[src/rtl/wide_lut_mem_pkg.sv]
// Shared bus package: bus width constant and the helpers that map a user
// word width onto 16-bit bus chunks and a power-of-two address stride.
package wide_lut_mem_pkg;

    localparam int BUS_W = 16;

    // Number of 16-bit bus chunks needed to carry one user word.
    function automatic int calcChunks(input int width);
        return (width + BUS_W - 1) / BUS_W;
    endfunction

    // Address stride per word: chunk count rounded up to 1, 2 or 4 so the
    // word/chunk split is a plain shift and mask.
    function automatic int calcStride(input int chunks);
        if (chunks <= 1) begin
            return 1;
        end else if (chunks <= 2) begin
            return 2;
        end else begin
            return 4;
        end
    endfunction

endpackage

[src/rtl/wide_lut_mem_if.sv]
// Upstream/downstream 16-bit bus bundle. The core sits on the slave side:
// it consumes the *_i group and drives the registered *_o group.
interface wide_lut_mem_if;
    import wide_lut_mem_pkg::*;

    logic [BUS_W-1:0] addr_i;
    logic [BUS_W-1:0] wdata_i;
    logic [BUS_W-1:0] rdata_i;
    logic             rw_i;
    logic             valid_i;

    logic [BUS_W-1:0] addr_o;
    logic [BUS_W-1:0] wdata_o;
    logic [BUS_W-1:0] rdata_o;
    logic             rw_o;
    logic             valid_o;

    modport slave (
        input  addr_i, wdata_i, rdata_i, rw_i, valid_i,
        output addr_o, wdata_o, rdata_o, rw_o, valid_o
    );

    modport master (
        output addr_i, wdata_i, rdata_i, rw_i, valid_i,
        input  addr_o, wdata_o, rdata_o, rw_o, valid_o
    );

endinterface

[src/rtl/wide_lut_mem_decode.sv]
// Combinational bus address decode: range check against the owned window
// and split of the offset into word index (shift) and chunk index (mask).
module wide_lut_mem_decode
    import wide_lut_mem_pkg::*;
#(
    parameter int DEPTH     = 8,
    parameter int BASE_ADDR = 0,
    parameter int STRIDE    = 2,
    parameter int AW        = 3
) (
    input  logic [BUS_W-1:0] addr_i,
    output logic             inRange_o,
    output logic [AW-1:0]    word_o,
    output logic [1:0]       chunk_o
);

    localparam int SHIFT = $clog2(STRIDE);
    localparam int SPAN  = DEPTH * STRIDE;

    logic [BUS_W:0] offset;

    // Offset is one bit wider than the bus so addresses below the base wrap
    // to large values and fail the span check as well as the base check.
    always_comb begin
        offset    = {1'b0, addr_i} - (BUS_W + 1)'(BASE_ADDR);
        inRange_o = (addr_i >= BUS_W'(BASE_ADDR)) && (offset < (BUS_W + 1)'(SPAN));
        word_o    = AW'(offset >> SHIFT);
        chunk_o   = 2'(offset & (BUS_W + 1)'(STRIDE - 1));
    end

endmodule

[src/rtl/wide_lut_mem.sv]
// Wide lookup memory shared between a 16-bit chunked bus and a full-width
// user port. Bus writes stage lower chunks and commit the whole word on the
// top chunk; bus reads snapshot the word on chunk 0 so later chunks are
// coherent with it.
module wide_lut_mem
    import wide_lut_mem_pkg::*;
#(
    parameter  int WIDTH     = 32,
    parameter  int DEPTH     = 8,
    parameter  int BASE_ADDR = 0,
    parameter  int READ_ONLY = 0,
    localparam int AW        = (DEPTH > 1) ? $clog2(DEPTH) : 1
) (
    input  logic             clk,
    input  logic             rst_n,
    wide_lut_mem_if.slave    bus,
    input  logic [AW-1:0]    user_addr,
    input  logic [WIDTH-1:0] user_wdata,
    input  logic             user_we,
    output logic [WIDTH-1:0] user_rdata
);

    localparam int         CHUNKS     = calcChunks(WIDTH);
    localparam int         STRIDE     = calcStride(CHUNKS);
    localparam int         STAGE_W    = (CHUNKS > 1) ? BUS_W * (CHUNKS - 1) : BUS_W;
    localparam logic [2:0] NUM_CHUNKS = 3'(CHUNKS);
    localparam logic [2:0] TOP_CHUNK  = 3'(CHUNKS - 1);

    logic             inRange;
    logic [AW-1:0]    busWord;
    logic [1:0]       busChunk;

    logic [WIDTH-1:0] mem_q [DEPTH];
    logic [STAGE_W-1:0] wstage_q;
    logic [WIDTH-1:0] rsnap_q;
    logic [AW-1:0]    snapWord_q;
    logic             snapVld_q;

    logic [BUS_W-1:0] addr_q, wdata_q, rdata_q, rdata_d;
    logic             rw_q, valid_q;
    logic [WIDTH-1:0] userRdata_q, userRdata_d;
    logic [WIDTH-1:0] commitWord_d;

    logic             chunkValid, serveRead, busWrite, stageWrite, commitWrite;
    logic             userInRange, userWrite;
    logic [WIDTH-1:0] liveWord;
    logic [63:0]      liveWide, snapWide;

    wide_lut_mem_decode #(
        .DEPTH     (DEPTH),
        .BASE_ADDR (BASE_ADDR),
        .STRIDE    (STRIDE),
        .AW        (AW)
    ) u_decode (
        .addr_i    (bus.addr_i),
        .inRange_o (inRange),
        .word_o    (busWord),
        .chunk_o   (busChunk)
    );

    // Classify the bus transaction, pick the returned chunk (snapshot or
    // live), build the commit word and the user-side read value.
    always_comb begin
        chunkValid  = {1'b0, busChunk} < NUM_CHUNKS;
        serveRead   = bus.valid_i && !bus.rw_i && inRange;
        busWrite    = bus.valid_i && bus.rw_i && inRange && (READ_ONLY == 0) && chunkValid;
        stageWrite  = busWrite && ({1'b0, busChunk} != TOP_CHUNK);
        commitWrite = busWrite && ({1'b0, busChunk} == TOP_CHUNK);

        liveWord = mem_q[busWord];
        liveWide = 64'(liveWord);
        snapWide = 64'(rsnap_q);

        rdata_d = bus.rdata_i;
        if (serveRead) begin
            rdata_d = '0;
            if (chunkValid) begin
                if ((busChunk != 2'd0) && snapVld_q && (snapWord_q == busWord)) begin
                    rdata_d = snapWide[{busChunk, 4'b0000} +: BUS_W];
                end else begin
                    rdata_d = liveWide[{busChunk, 4'b0000} +: BUS_W];
                end
            end
        end

        commitWord_d = (CHUNKS == 1) ? WIDTH'(bus.wdata_i) : WIDTH'({bus.wdata_i, wstage_q});

        userInRange = {1'b0, user_addr} < (AW + 1)'(DEPTH);
        userRdata_d = userInRange ? mem_q[user_addr] : '0;
        userWrite   = user_we && userInRange;
    end

    // Registered bus pass-through, memory updates (bus commit placed last so
    // it wins over a same-word user write), staging and read snapshot.
    always_ff @(posedge clk) begin
        if (!rst_n) begin
            addr_q      <= '0;
            wdata_q     <= '0;
            rdata_q     <= '0;
            rw_q        <= 1'b0;
            valid_q     <= 1'b0;
            userRdata_q <= '0;
            wstage_q    <= '0;
            rsnap_q     <= '0;
            snapWord_q  <= '0;
            snapVld_q   <= 1'b0;
            for (int i = 0; i < DEPTH; i++) begin
                mem_q[i] <= '0;
            end
        end else begin
            addr_q      <= bus.addr_i;
            wdata_q     <= bus.wdata_i;
            rdata_q     <= rdata_d;
            rw_q        <= bus.rw_i;
            valid_q     <= bus.valid_i;
            userRdata_q <= userRdata_d;
            if (userWrite) begin
                mem_q[user_addr] <= user_wdata;
            end
            if (commitWrite) begin
                mem_q[busWord] <= commitWord_d;
            end
            if (stageWrite) begin
                wstage_q[{busChunk, 4'b0000} +: BUS_W] <= bus.wdata_i;
            end
            if (serveRead && (busChunk == 2'd0)) begin
                rsnap_q    <= liveWord;
                snapWord_q <= busWord;
                snapVld_q  <= 1'b1;
            end
        end
    end

    assign bus.addr_o  = addr_q;
    assign bus.wdata_o = wdata_q;
    assign bus.rdata_o = rdata_q;
    assign bus.rw_o    = rw_q;
    assign bus.valid_o = valid_q;
    assign user_rdata  = userRdata_q;

endmodule

[src/flat_wrapper.sv]
// flat-port wrapper written by rule: the top's interface ports become plain ports
module wide_lut_mem_flat import wide_lut_mem_pkg::*;
#(
    parameter  int WIDTH     = 32,
    parameter  int DEPTH     = 8,
    parameter  int BASE_ADDR = 0,
    parameter  int READ_ONLY = 0,
    localparam int AW        = (DEPTH > 1) ? $clog2(DEPTH) : 1
)
  (clk, rst_n, user_addr, user_wdata, user_we, user_rdata, bus_addr_i, bus_wdata_i, bus_rdata_i, bus_rw_i, bus_valid_i, bus_addr_o, bus_wdata_o, bus_rdata_o, bus_rw_o, bus_valid_o);
  wide_lut_mem_if bus_i ();
  input  logic clk;
  input  logic rst_n;
  input  logic [AW-1:0] user_addr;
  input  logic [WIDTH-1:0] user_wdata;
  input  logic user_we;
  output logic [WIDTH-1:0] user_rdata;
  input wire logic [$bits(bus_i.addr_i)-1:0] bus_addr_i;
  input wire logic [$bits(bus_i.wdata_i)-1:0] bus_wdata_i;
  input wire logic [$bits(bus_i.rdata_i)-1:0] bus_rdata_i;
  input wire logic [$bits(bus_i.rw_i)-1:0] bus_rw_i;
  input wire logic [$bits(bus_i.valid_i)-1:0] bus_valid_i;
  output wire logic [$bits(bus_i.addr_o)-1:0] bus_addr_o;
  output wire logic [$bits(bus_i.wdata_o)-1:0] bus_wdata_o;
  output wire logic [$bits(bus_i.rdata_o)-1:0] bus_rdata_o;
  output wire logic [$bits(bus_i.rw_o)-1:0] bus_rw_o;
  output wire logic [$bits(bus_i.valid_o)-1:0] bus_valid_o;
  assign bus_i.addr_i = bus_addr_i;
  assign bus_i.wdata_i = bus_wdata_i;
  assign bus_i.rdata_i = bus_rdata_i;
  assign bus_i.rw_i = bus_rw_i;
  assign bus_i.valid_i = bus_valid_i;
  assign bus_addr_o = bus_i.addr_o;
  assign bus_wdata_o = bus_i.wdata_o;
  assign bus_rdata_o = bus_i.rdata_o;
  assign bus_rw_o = bus_i.rw_o;
  assign bus_valid_o = bus_i.valid_o;
  wide_lut_mem #(.WIDTH(WIDTH), .DEPTH(DEPTH), .BASE_ADDR(BASE_ADDR), .READ_ONLY(READ_ONLY)) u_core (.clk(clk), .rst_n(rst_n), .bus(bus_i), .user_addr(user_addr), .user_wdata(user_wdata), .user_we(user_we), .user_rdata(user_rdata));
endmodule
[config.mk]
export PLATFORM = sky130hd
export DESIGN_NAME = wide_lut_mem_flat
export DESIGN_NICKNAME = d
export VERILOG_FILES = /design/src/rtl/wide_lut_mem_pkg.sv /design/src/rtl/wide_lut_mem_if.sv /design/src/rtl/wide_lut_mem_decode.sv /design/src/rtl/wide_lut_mem.sv /design/src/flat_wrapper.sv
export SDC_FILE = /design/constraint.sdc
export NUM_CORES = 1
export LEC_CHECK = 0
export ABC_AREA = 1
export ABC_CLOCK_PERIOD_IN_PS = 3100
export BUFFER_PORTS_ARGS = -buffer_cell sky130_fd_sc_hd__buf_2
export CELL_PAD_IN_SITES_DETAIL_PLACEMENT = 1
export CELL_PAD_IN_SITES_GLOBAL_PLACEMENT = 1
export CORE_MARGIN = 2
export CORE_UTILIZATION = 44
export DETAILED_ROUTE_END_ITERATION = 6
export PLACE_DENSITY_LB_ADDON = 0.1
export SYNTH_ARGS = -nofsm -noshare
export SYNTH_HDL_FRONTEND = slang
export SYNTH_SLANG_ARGS = --single-unit
[constraint.sdc]
create_clock -name clk -period 3.1 [get_ports clk]
set_input_delay 0.62 -clock clk [delete_from_list [all_inputs] [get_ports clk]]
set_output_delay 0.62 -clock clk [all_outputs]
set_load 0.02 [all_outputs]
* Word level (Yosys, flattened, before mapping) *
Memories as Yosys holds them, arrays and structs flattened. A register that Yosys moved wholly into a read port is not among the register bits.
Index checks and enable logic that the tools add are counted.

word-level totals
  memories = 1
  input port bits = 88
  logic and storage cells = 53
  register bits after elaboration = 102
  output and inout bits = 82
  memory bits (writable) = 256

memory list
  memory        words  width  rd ports  clocked after Yosys merged registers in  write ports  RTL line            source
  u_core.mem_q  8      32     2         1                                        8            wide_lut_mem.sv:33  logic [WIDTH-1:0] mem_q [DEPTH];

cells by class
  shifts and indexed selects = 4
  order comparisons = 3
  add/subtract/negate cells = 1
  reductions and logical operators = 16
  mux-type cells = 17
  bitwise gates (word level) = 1
  equal/unequal tests = 1

operators by type and width
  operator                                                count
  variable part select 64 x 6 -> 16 bit                   2
  2-to-1 mux 32 bit                                       2
  OR reduction 32 bit                                     2
  2-to-1 mux 16 bit                                       3
  bitwise mux 16 bit                                      1
  >= comparator 16 x 1 -> 1 bit (second input constant)   1
  < comparator 16 x 5 -> 1 bit (second input constant)    1
  variable shift 16 x 8 -> 16 bit (first input constant)  1
  variable part select 16 x 8 -> 16 bit                   1
  logical AND 1 bit                                       11
  2-to-1 mux 1 bit                                        9
  negation 5 -> 8 bit                                     1
  2-to-1 mux 3 bit                                        2
  equality test 3 bit                                     1
  logical NOT 1 bit                                       2
  logical NOT 2 bit                                       1
  < comparator 1 x 2 -> 1 bit (second input constant)     1
  inverter 1 bit                                          1

* Depth between registers and ports, before layout *
Gate-level depths: netlist of the first run.

  depth after elaboration = 10
  mapped depth = 13
  mapped depth without buffers = 11

* By module *
From an unflattened synthesis of the first run, not the netlist that was laid out.

second synthesis, totals
  cells, all modules = 2747
  area total of the unflattened synthesis = 20963.9 µm²

modules (own cells, without submodules)
  module               times used  area each (µm²)  sequential area each (µm²)  cells an instance
  wide_lut_mem         1           20848.7          10369.9                     2722
  wide_lut_mem_decode  1           115.1            0.0                         25

* Least setup slack after synthesis of the first run *
OpenSTA, ideal clock, no wires.

  path type = input -> register
  from = input bus_valid_i
  to = memory u_core.mem_q[0][0] (enable)
  stages on the path = 7
  required time = 2539 ps
  path buffers = 1
  library setup time = 561 ps
  setup slack = 267 ps
  data arrival time = 2272 ps
  cells stage by stage = nand2_1 clkinv_1 nand4_1 nor2_4 nand2_2 clkbuf_1 nand3_1

RTL lines
  element             RTL line            source
  start: declaration  flat_wrapper.sv:22  input wire logic [$bits(bus_i.valid_i)-1:0] bus_valid_i;
  end: declaration    wide_lut_mem.sv:33

==> results by group, run 1 <==
Power
  • Clock share of power: 0.415
  • Pwr per Cell Area: 511.8 mW/mm2
  • Sw Ratio: 0.2781
  • Max IR drop VDD: 0.4742 mV
  • Net Switching: 3.518 mW
  • Power share of the sequential group: 0.453
  • Comb power frac: 0.132
  • Design Power: 12.65 mW
  • Leakage: 11.76 nW
  • Internal power: 9.130 mW

Clock network
  • Post-CTS setup buffer count: 0
  • # H-tree levels: 2
  • CTS resizes: 0
  • CTS tree: built
  • Root buf cell: clkbuf_16
  • Clk slew on worst S/H paths: 0.06 ns
  • Hold-fix buffers, CTS: 0
  • Clock sink count: 374
  • Total CTS buffers: 44
  • Worst-skew pair later-pin latency: 0.59 ns
  • Worst-case clock buffer depth: 3

Logic synthesis
  • Post-synth cell types: 29
  • Cells after Synth: 3059
  • Main combinational cell family by area after synthesis: simple AND/OR/NAND/NOR gates
  • Yosys top cell by area: edfxtp_1
  • Area contributors post-synth: edfxtp_1, nand2_1, dfxtp_1
  • Area share of fa/ha/maj cells after synthesis: 0
  • XOR/XNOR Fraction of Synth Area: 0
  • Area fraction in and, or, nand and nor cells after synthesis: 0.3230
  • Warnings, synthesis: 0
  • Register area share after synthesis: 0.4665
  • Synth top area share: 0.3568
  • Post-synthesis compound-gate area fraction: 0.09885
  • Syn_nets: 3147
  • Mux cell area share after synthesis: 0
  • Synth Register Bits: 374
  • Cell Area, Synth: 0.02154 mm2
  • Syn Area/Cell: 7.043 um2

Floorplan
  • Io pins: 170
  • Placeable Area: 0.04865 mm2
  • Die footprint: 0.05075 mm2
  • Die width: 225.3 um
  • Die Y: 225.3 um
  • Starting Density: 0.4428
  • Site Rows: 81

Min path
  • Min-delay worst type: in -> reg
  • Hold Startpoint: bus_addr_i[8]
  • Hold path depth: 3

Worst setup path
  • FF-to-FF path depth: 11
  • Crit path largest cell delay: 0.36 ns
  • Crit-path cells: buf_2, nor2_1, nand2_1, nor2_1, nand4_1, nor2_4, buf_4, nand2_2, nand3_2, buf_4
  • CP max FO: 18
  • Crit path launch type: input pin
  • Slowest CP cell: buf_4
  • FF-to-FF Start: u_core.snapWord_q[0]$_SDFFE_PN0P_
  • Critical path arrival: 2.40 ns
  • Worst path required time: 3.34 ns
  • Worst setup startpoint: bus_addr_i[9]
  • CP Capture Type: flip-flop
  • CP Class: in -> reg

Job
  • Max-Cap Viols: 0

Cells and area
  • Synthesis-to-layout area growth: 14.72%
  • Nets@finish: 3237
  • # fillers: 6264
  • Final core utilization: 0.5081
  • Post-Layout Cell Count: 3805
  • # diodes: 0
  • Share of cells above drive strength 1: 0.1197

Place
  • PortBufs: 169
  • HPWL after detailed placement: 59260 um
  • Cells after DPL: 3725
  • Gpl congestion: 0.9085

Detailed routing
  • DRT Wirelength: 92070 um
  • Via-to-Cell Ratio: 5.783
  • DRT antenna net count: 0
  • Wire length per cell: 24.20 um
  • Via count: 22000
  • Detailed Route Iter0 Violations: 2105
  • Drt first pass iters: 6
  • Final routed DRC violation total: 0

Global routing
  • Number of global-route vias before repair: 22320
  • Met1 usage: 0.4587
  • Met2 usage in global routing: 0.5902
  • Pin count of the biggest net entering global routing: 129
  • Global-route met3 utilization: 0.07445
  • GRT Total Usage: 0.3646
  • Gr busiest metal: met2
  • Congestion Overflow GR: 0
  • First-pass GRT wire length: 136600 um
  • Initial antenna violation count: 1

STA
  • Worst Tran Pin Value: 1.172 ns
  • Period utilization: 0.6979
  • Worst relative slew slack: 0.2177
  • Final setup viols: 0
  • Clock skew: 0.01276 ns
  • Fin crit period: 2.164 ns
  • RSZ-0062 raised after global routing: no
  • Setup TNS: 0 ns
  • Final Max Slew Viols: 0
  • Hold Violations, Final: 0
  • Maximum clock rate: 0.4622 GHz

Status
  • Status: complete, no violations
==> area by class of cell <==
| cell class | count | area, um2 | share of cell area |
|---|---|---|---|
| tap | 622 | 778.2 | 0.03149 |
| sequential | 374 | 10050 | 0.4066 |
| multi-input combinational | 2066 | 9175 | 0.3712 |
| timing repair buffer | 272 | 1803 | 0.07295 |
| clock buffer | 68 | 1354 | 0.05478 |
| inverter | 391 | 1470 | 0.05948 |
| clock inverter | 12 | 85.08 | 0.003443 |
==> cells in the final DEF, fill, tap and decap left out, types with 2 or more instances in the layout <==
cell,n
clkinv_1,2
clkbuf_1,10
nand2_1,993
inv_1,386
buf_2,167
o21ai_0,155
buf_12,14
nand3_1,292
inv_2,2
clkbuf_8,12
dfxtp_1,118
edfxtp_1,256
clkinv_2,11
o211ai_1,96
nand2_2,3
a41oi_1,32
a21oi_1,58
nor2_4,7
o21a_1,3
nand3b_1,2
or2_2,4
clkbuf_16,46
o21ai_1,8
nor2_2,6
nand4_1,17
nand3_2,14
buf_4,90
nor2_1,373
==> per-stage QoR <==
step | instance area, um2 | setup WS (ns) | hold WS, ns
after detailed placement | 23280 | 0.3223 | 0.4482
final | 24720 | 0.9365 | 0.2373
after global placement | 23280 | 0.3573 | 0.4392
after CTS | 24720 | 0.9111 | 0.2259
after global routing | 24720 | 0.8354 | 0.2504
after floorplan | 21540 | 0.2668 | 0.4297
==> cell usage after synthesis <==
cell and instances:
nand3b_1 2, inv_2 3, nor2_4 1, buf_2 53
dfxtp_1 118, clkbuf_1 156, and2_1 1, nand4_1 17
a41oi_1 32, nand3_2 6, clkbuf_2 7, nor3b_2 1
buf_1 10, o21ai_1 8, edfxtp_1 256, nand2_1 993
o21a_1 3, inv_1 386, o211ai_1 96, clkinv_1 2
or2_2 4, o21ai_0 155, nor3_4 1, a21oi_1 58
nand3_1 300, nor2_1 380, buf_4 2, nand2_2 3
nor2_2 5
==> power groups by stage <==
stage	Combinational [mW]	Sequential, mW	Clock, mW
floorplan	0.799	5.90	0
global placement	1.58	5.82	0
detailed placement	1.63	5.83	0
CTS	1.64	5.73	5.28
global route	1.78	5.75	5.50
finish	1.67	5.73	5.25
==> path summary, 6_finish.rpt <==
path	end	slack (ns)
hold reg to reg	u_core.rsnap_q[26]$_SDFFE_PN0P_	0.45
setup / recovery	u_core.mem_q[5][16]$_DFFE_PP_	0.94
setup reg to reg	u_core.bus.rdata_o[15]$_SDFF_PN0_	1.08
hold / removal	u_core.bus.addr_o[8]$_SDFF_PN0_	0.24
==> flip-flops by register name (all words and copies together), names as in the netlist <==
name                cells
u_core.mem_q          256
u_core.user_rdata      32
u_core.bus.addr_o      16
u_core.bus.rdata_o     16
u_core.bus.wdata_o     16
u_core.rsnap_q         16
u_core.wstage_q        16
u_core.snapWord_q       3
u_core.bus.rw_o         1
u_core.bus.valid_o      1
u_core.snapVld_q        1
==> cells by family after synthesis <==
family                 Yosys count
and+or+nand+nor               1714
AOI/OAI and AO/OA              352
DFF                            374
buffers and inverters          619
==> critical path: cells and delay by family <==
kind,cells,cell delay (ns)
buffers and inverters,3,0.75
and+or+nand+nor,7,1.02
==> metal layers <==
metal  share of wire  vias up
met5         0.00013        -
met4           0.060        2
met3           0.082      316
met2            0.46      981
met1            0.40    10780
li1                -     9927
Note: power is estimated with default switching activity, not from simulation.
==> inputs of run 2 (changes only) <==
--- a/config.mk
+++ b/config.mk
@@ -5,13 +5,13 @@
 export SDC_FILE = /design/constraint.sdc
 export NUM_CORES = 1
 export LEC_CHECK = 0
-export ABC_AREA = 1
-export ABC_CLOCK_PERIOD_IN_PS = 3100
+export ABC_AREA = 0
+export ABC_CLOCK_PERIOD_IN_PS = 2000
 export BUFFER_PORTS_ARGS = -buffer_cell sky130_fd_sc_hd__buf_2
 export CELL_PAD_IN_SITES_DETAIL_PLACEMENT = 1
 export CELL_PAD_IN_SITES_GLOBAL_PLACEMENT = 1
 export CORE_MARGIN = 2
-export CORE_UTILIZATION = 44
+export CORE_UTILIZATION = 48
 export DETAILED_ROUTE_END_ITERATION = 6
 export PLACE_DENSITY_LB_ADDON = 0.1
 export SYNTH_ARGS = -nofsm -noshare
==> constraint.sdc (replaced) <==
create_clock -name clk -period 2 [get_ports clk]
set_input_delay 0.4 -clock clk [delete_from_list [all_inputs] [get_ports clk]]
set_output_delay 0.4 -clock clk [all_outputs]
set_load 0.02 [all_outputs]
==> results by group, run 2 <==
Power
  • Max IR drop VDD: 0.6220 mV (+31%)
  • Leakage: 8.815 nW (-25%)
  • Pwr per Cell Area: 806.8 mW/mm2 (+58%)

Global routing
  • GRT Total Usage: 0.3686 (+0.004041)
  • Pin count of the biggest net entering global routing: 60 (-53%)
  • Number of global-route vias before repair: 18320 (-18%)
  • Initial antenna violation count: 2 (+1)
  • First-pass GRT wire length: 117900 um (-14%)
  • Congestion Overflow GR: 0 (unchanged)

Status
  • Status: complete, no violations

STA
  • Final worst slack: 0.08944 ns (-0.8470 ns)
  • Maximum clock rate: 0.5234 GHz
  • Clock skew: 0.01837 ns (+0.005610 ns)
  • Period utilization: 0.9553
  • Fin crit period: 1.911 ns
  • Hold Violations, Final: 0 (unchanged)
  • RSZ-0062 raised after global routing: no
  • Final Max Slew Viols: 0 (unchanged)
  • Final setup viols: 0 (unchanged)
  • Worst Tran Pin Value: 0.6904 ns (-0.4817 ns)
  • Worst relative slew slack: 0.5397 (+0.3220)

Worst setup path
  • FF-to-FF path depth: 6 (-5)
  • Crit path launch type: flip-flop
  • Reg-to-reg endpoint: u_core.bus.rdata_o[5]$_SDFF_PN0_
  • Crit path largest cell delay: 0.51 ns (+0.15 ns)
  • CP Class: reg -> reg
  • FF-to-FF Start: u_core.snapWord_q[2]$_SDFFE_PN0P_
  • R2R Setup Slk: 0.09 ns (-0.99 ns)
  • Slowest CP cell: or4_1
  • Worst path required time: 2.45 ns (-0.89 ns)
  • Worst Setup EP: u_core.bus.rdata_o[5]$_SDFF_PN0_
  • Worst setup startpoint: u_core.snapWord_q[2]$_SDFFE_PN0P_
  • CP Capture Type: flip-flop
  • Crit path depth: 6 (-4)
  • Worst path bufs/invs: 2 (-1)
  • Largest delay contributor family on the critical path: simple AND/OR/NAND/NOR gates
  • Critical path arrival: 2.36 ns (-0.04 ns)
  • CP max FO: 19 (+1)
  • Crit-path cells: xor2_1, or4_1, buf_4, buf_12, a21oi_1, o2bb2ai_1

Clock network
  • CTS tree: built
  • Total CTS buffers: 43 (-2.3%)
  • # H-tree levels: 2 (unchanged)
  • Clk slew on worst S/H paths: 0.06 ns (about the same)
  • Root buf cell: clkbuf_16
  • Worst-skew pair later-pin latency: 0.58 ns (about the same)
  • Clock sink count: 374 (unchanged)
  • Hold-fix buffers, CTS: 0 (unchanged)
  • Worst-case clock buffer depth: 3 (unchanged)

Logic synthesis
  • FFs w/ async S/R, synth: 0 (unchanged)
  • Warnings, synthesis: 0 (unchanged)
  • Syn Area/Cell: 10.26 um2 (+46%)
  • Yosys top cell by area: edfxtp_1
  • Area contributors post-synth: edfxtp_1, dfxtp_1, nand2_1
  • Post-synth cell types: 49 (+69%)
  • Cell Area, Synth: 0.02009 mm2 (-6.7%)
  • Register area share after synthesis: 0.5002 (+0.03370)
  • Most common cell in the netlist: nand2_1
  • Primary FF master, synth: edfxtp_1
  • Cells after Synth: 1958 (-36%)
  • Syn_nets: 2046 (-35%)
  • Synth Register Bits: 374 (unchanged)
  • Post-synth EDFFs: 256 (unchanged)
  • Synth top area share: 0.3826 (+0.02578)
  • Commonest cells in the netlist: nand2_1, edfxtp_1, o21ai_0

Cells and area
  • Largest register by flop count: u_core.mem_q
  • Nets@finish: 2249 (-31%)
  • Multi-input gate area: 0.008985 mm2 (-2.1%)
  • Largest register FFs: 256 (unchanged)
  • Final instance area: 0.02425 mm2 (-1.9%)
  • # diodes: 0 (unchanged)
  • Synthesis-to-layout area growth: 20.71%
  • Share of cells above drive strength 1: 0.2859 (+0.1662)
  • Most frequent cells in the layout: nand2_1, edfxtp_1, o21ai_0
  • # fillers: 4471 (-29%)
  • Register Area: 0.01005 mm2 (unchanged)
  • Most common cell after layout, fill and taps aside: nand2_1

Detailed routing
  • DRT Wirelength: 80300 um (-13%)
  • Final routed DRC violation total: 0 (unchanged)
  • Via count: 17670 (-20%)
  • Wire length on met2: 37830 um (-10%)
  • DRT antenna net count: 0 (unchanged)
  • Detailed Route Iter0 Violations: 2062 (-2.0%)
  • Via-to-Cell Ratio: 6.485 (+12%)
  • Wire length per cell: 29.47 um (+22%)
  • Drt first pass iters: 6 (unchanged)
  • WL met1: 31010 um (-16%)
  • Met3 wire len: 7664 um (+1.9%)
  • Uppermost layer routed: met5

Place
  • Gpl congestion: 0.8876 (-2.3%)
  • DP Area: 0.02284 mm2 (-1.9%)
  • DP Worst Slack: -0.4485 ns (-0.7708 ns)
  • HPWL after detailed placement: 54090 um (-8.7%)
  • PortBufs: 169 (unchanged)

Min path
  • Min-delay worst type: in -> reg

Floorplan
  • Die footprint: 0.04351 mm2 (-14%)
  • Site Rows: 74 (-8.6%)
  • Starting Density: 0.4887 (+0.04589)
  • Placeable Area: 0.04111 mm2 (-15%)
  • Io pins: 170 (unchanged)
  • Die Y: 208.6 um (-7.4%)
  • Die width: 208.6 um (-7.4%)

Job
  • Max-Cap Viols: 0 (unchanged)
[run 2: cell types whose count changed in the layout (fill, tap and decap cells not counted), sizes merged, moves of 54 or more]
cell / before / now
buf: 272 / 374
o211ai: 96 / 0
nor2b: 0 / 54
nand2: 996 / 557
nand3: 306 / 5
mux2: 0 / 58
nor2: 386 / 14
mux2i: 0 / 118
inv: 389 / 17
mux4: 0 / 64
o21ai: 163 / 288
[run 2: worst min-delay path by stage]
stage,startpoint,cells past startpoint,endpoint
4_1_cts,bus_rdata_i[2],2,u_core.bus.rdata_o[2]$_SDFF_PN0_
5_1_grt,bus_rdata_i[2],2,u_core.bus.rdata_o[2]$_SDFF_PN0_
3_5_place_dp,u_core.rsnap_q[24]$_SDFFE_PN0P_,2,u_core.rsnap_q[24]$_SDFFE_PN0P_
6_report,bus_rdata_i[2],2,u_core.bus.rdata_o[2]$_SDFF_PN0_
3_3_place_gp,u_core.rsnap_q[30]$_SDFFE_PN0P_,2,u_core.rsnap_q[30]$_SDFFE_PN0P_
2_1_floorplan,u_core.rsnap_q[16]$_SDFFE_PN0P_,2,u_core.rsnap_q[16]$_SDFFE_PN0P_
[run 2: layout make-up]
| type | count | area share |
|---|---|---|
| Sequential cell | 374 | 0.4144 |
| Multi-Input combinational cell | 1352 | 0.3705 |
| Timing Repair Buffer | 374 | 0.1271 |
| Clock buffer | 71 | 0.05685 |
| Tap cell | 532 | 0.02745 |
| Inverter | 16 | 0.002476 |
| Clock inverter | 6 | 0.001290 |
[run 2: cell families (layout without fill, tap and decap cells)]
kind of cell | after synthesis | count (layout) | synth area share
buffers and inverters | 232 | 467 | 0.05810
XOR/XNOR | 3 | 3 | 0.001308
AND/OR/NAND/NOR | 705 | 705 | 0.1579
multiplexers | 240 | 240 | 0.1630
AO/OA/AOI/OAI | 404 | 404 | 0.1194
flip-flops | 374 | 374 | 0.5002
[run 2: worst reg2reg max path, stage by stage (launching register included)]
cell and delay (ns):
dfxtp_1 0.32, xor2_1 0.16, or4_1 0.51, buf_4 0.21
buf_12 0.16, a21oi_1 0.31, o2bb2ai_1 0.12
[run 2: report_power, final]
group | switching [mW] | internal, mW
sequential | 0.256 | 8.72
combinational | 1.49 | 1.13
clock | 3.28 | 4.68
[run 2: stage by stage]
stage,util,power (mW),setup TNS (ns),std cells,hold slack [ns]
6_report,0.5900,19.57,0,2725,0.02739
5_1_grt,0.5900,19.98,0,2725,0.02330
4_1_cts,0.5900,19.55,0,2725,0.01662
3_5_place_dp,0.5557,11.69,-176.92,2648,0.4459
3_3_place_gp,0.5557,11.60,-148.33,2648,0.4400
2_1_floorplan,-,10.39,-33.95,1958,0.4351
[run 2: per-layer routing]
layer	global-route usage	vias up
met4	0.1828	2
met5	0	-
met3	0.06297	266
met1	0.4754	8930
met2	0.6042	1153
li1	-	7321
[run 2: timing repair]
action,CTS,global route
gates resized for setup,0,1
setup endpoints to repair,0,1
buffers inserted,0,0
==> inputs of run 3 (changes only) <==
--- a/config.mk
+++ b/config.mk
@@ -7,13 +7,14 @@
 export LEC_CHECK = 0
 export ABC_AREA = 0
 export ABC_CLOCK_PERIOD_IN_PS = 2000
-export BUFFER_PORTS_ARGS = -buffer_cell sky130_fd_sc_hd__buf_2
 export CELL_PAD_IN_SITES_DETAIL_PLACEMENT = 1
 export CELL_PAD_IN_SITES_GLOBAL_PLACEMENT = 1
 export CORE_MARGIN = 2
-export CORE_UTILIZATION = 48
+export CORE_UTILIZATION = 51
 export DETAILED_ROUTE_END_ITERATION = 6
+export DONT_BUFFER_PORTS = 1
 export PLACE_DENSITY_LB_ADDON = 0.1
+export RECOVER_POWER = 25
 export SYNTH_ARGS = -nofsm -noshare
 export SYNTH_HDL_FRONTEND = slang
 export SYNTH_SLANG_ARGS = --single-unit
==> results by group, run 3 (synthesis gave the netlist of run 2 again) <==
Clock network
  • # H-tree levels: 2 (unchanged)
  • Worst-skew pair later-pin latency: 0.58 ns (about the same)
  • Post-CTS setup buffer count: 0 (unchanged)
  • Clock sink count: 374 (unchanged)
  • Total CTS buffers: 43 (unchanged)
  • CTS tree: built
  • Worst-case clock buffer depth: 3 (unchanged)
  • Clk slew on worst S/H paths: 0.06 ns (about the same)
  • Root buf cell: clkbuf_16

Worst setup path
  • CP Class: reg -> reg
  • CP Capture Type: flip-flop
  • CP max FO: 8 (-11)
  • Worst path required time: 2.44 ns (about the same)
  • FF-to-FF path depth: 5 (-1)
  • Critical path arrival: 2.41 ns (+0.05 ns)
  • Crit path launch type: flip-flop

Global routing
  • Pin count of the biggest net entering global routing: 85 (+42%)
  • Met2 usage in global routing: 0.6429 (+0.03866)
  • Global-route met3 utilization: 0.1005 (+0.03751)
  • First-pass GRT wire length: 118900 um (+0.90%)
  • Number of global-route vias before repair: 18040 (-1.6%)
  • GRT Total Usage: 0.3995 (+0.03083)
  • Gr busiest metal: met2
  • Congestion Overflow GR: 0 (unchanged)
  • Initial antenna violation count: 2 (unchanged)
  • Met1 usage: 0.4921 (+0.01674)

Min path
  • Hold path depth: 2 (unchanged)
  • Min-delay worst type: in -> reg

STA
  • Clock skew: 0.01341 ns (-0.004961 ns)
  • Hold Violations, Final: 0 (unchanged)
  • Final setup viols: 0 (unchanged)
  • Final Max Slew Viols: 0 (unchanged)
  • Worst hold margin: 0.01015 ns (-0.01724 ns)
  • Setup TNS: 0 ns (unchanged)
  • Fin crit period: 1.964 ns (+0.05317 ns)
  • Worst relative slew slack: 0.4706 (-0.06918)
  • Maximum clock rate: 0.5092 GHz (-2.7%)
  • RSZ-0062 raised after global routing: no
  • Period utilization: 0.9819 (+0.02658)
  • Worst Tran Pin Value: 0.7915 ns (+0.1012 ns)

Place
  • Gpl congestion: 0.9115 (+2.7%)
  • DP Area: 0.02131 mm2 (-6.7%)
  • PortBufs: 0 (-100%)
  • HPWL after detailed placement: 50420 um (-6.8%)

Detailed routing
  • Detailed Route Iter0 Violations: 1905 (-7.6%)
  • Via count: 17030 (-3.7%)
  • DRT Wirelength: 81900 um (+2.0%)
  • Drt first pass iters: 5 (-1)
  • Via-to-Cell Ratio: 6.684 (+3.1%)
  • DRT antenna net count: 0 (unchanged)
  • Final routed DRC violation total: 0 (unchanged)
  • Wire length per cell: 32.15 um (+9.1%)

Cells and area
  • Largest register by flop count: u_core.mem_q
  • # fillers: 4063 (-9.1%)
  • Share of cells above drive strength 1: 0.1945 (-0.09144)
  • Most frequent cells in the layout: nand2_1, edfxtp_1, o21ai_0
  • Largest register FFs: 256 (unchanged)
  • Final instance area: 0.02342 mm2 (-3.5%)
  • Synthesis-to-layout area growth: 16.54%
  • Nets@finish: 2080 (-7.5%)
  • Most common cell after layout, fill and taps aside: nand2_1

Power
  • Pwr per Cell Area: 815.4 mW/mm2 (+1.1%)
  • Max IR drop VDD: 0.5885 mV (-5.4%)
  • Leakage: 7.980 nW (-9.5%)

Floorplan
  • Die Y: 202.5 um (-2.9%)
  • Placeable Area: 0.03874 mm2 (-5.8%)
  • Die width: 202.5 um (-2.9%)
  • Io pins: 170 (unchanged)
  • Starting Density: 0.5187 (+0.02993)
  • Site Rows: 72 (-2.7%)
  • Die footprint: 0.04100 mm2 (-5.8%)

Status
  • Status: complete, no violations

Job
  • Max-Cap Viols: 0 (unchanged)
[run 3: cell count changes in the layout (fill, tap and decap cells not counted), sizes merged]
cell         change
buf            -239
dlygate4sd3     +64
clkinv           +6
diode            +3
clkbuf           -2
clkinvlp         +2
bufinv           +1
inv              +1
[run 3: critical path: stages (launching register included)]
cell       delay, ns
dfxtp_1         0.33
xor2_1          0.17
or4_4           0.56
buf_4           0.18
a21oi_1         0.45
o2bb2ai_1       0.14
[run 3: metrics by stage]
| step | total power, mW | utilization | worst slack, ns | instances |
|---|---|---|---|---|
| global route | 19.49 | 0.6043 | 0.008504 | 2544 |
| finish | 19.09 | 0.6045 | 0.03627 | 2547 |
| CTS | 19.06 | 0.6049 | 0.03401 | 2544 |
| detailed placement | 10.91 | 0.5502 | -0.2482 | 2400 |
| floorplan | 10.39 | - | -0.1970 | 1958 |
| global placement | 10.85 | 0.5502 | -0.1883 | 2400 |
[run 3: cell type report]
cell class | count | area [um2] | share of cell area
timing repair buffer | 205 | 2195 | 0.09373
clock buffer | 63 | 1339 | 0.05718
antenna | 3 | 7.507 | 0.0003206
tap | 518 | 648.1 | 0.02768
multi-input combinational | 1352 | 9004 | 0.3845
clock inverter | 16 | 112.6 | 0.004809
inverter | 16 | 60.06 | 0.002565
sequential | 374 | 10050 | 0.4292
[run 3: power breakdown]
part | internal, mW | switching [mW] | total [mW]
registers | 8.72 | 0.411 | 9.13
logic | 0.925 | 0.920 | 1.84
clock network | 4.78 | 3.33 | 8.11
total | 14.4 | 4.66 | 19.1
[run 3: worst paths after layout]
path | endpoint | start | slack [ns]
hold reg to reg | u_core.rsnap_q[19]$_SDFFE_PN0P_ | u_core.rsnap_q[19]$_SDFFE_PN0P_ | 0.45
setup / recovery | u_core.bus.rdata_o[7]$_SDFF_PN0_ | u_core.snapWord_q[1]$_SDFFE_PN0P_ | 0.04
setup reg to reg | u_core.bus.rdata_o[7]$_SDFF_PN0_ | u_core.snapWord_q[1]$_SDFFE_PN0P_ | 0.04
hold / removal | u_core.wstage_q[12]$_SDFFE_PN0P_ | bus_wdata_i[12] | 0.01
[run 3: per-layer routing]
metal / wire length (um) / share of wire
met4: 4841 / 0.059
met5: 0 / 0
met2: 37860 / 0.46
met3: 9292 / 0.11
met1: 29900 / 0.37
[run 3: timing repair]
| item | 4_1_cts | 5_1_grt |
|---|---|---|
| endpoints found under the hold margin | 112 | 0 |
| endpoints found under the setup margin | 0 | 5 |
| hold buffers | 65 | 0 |
| gates resized for setup | 0 | 6 |
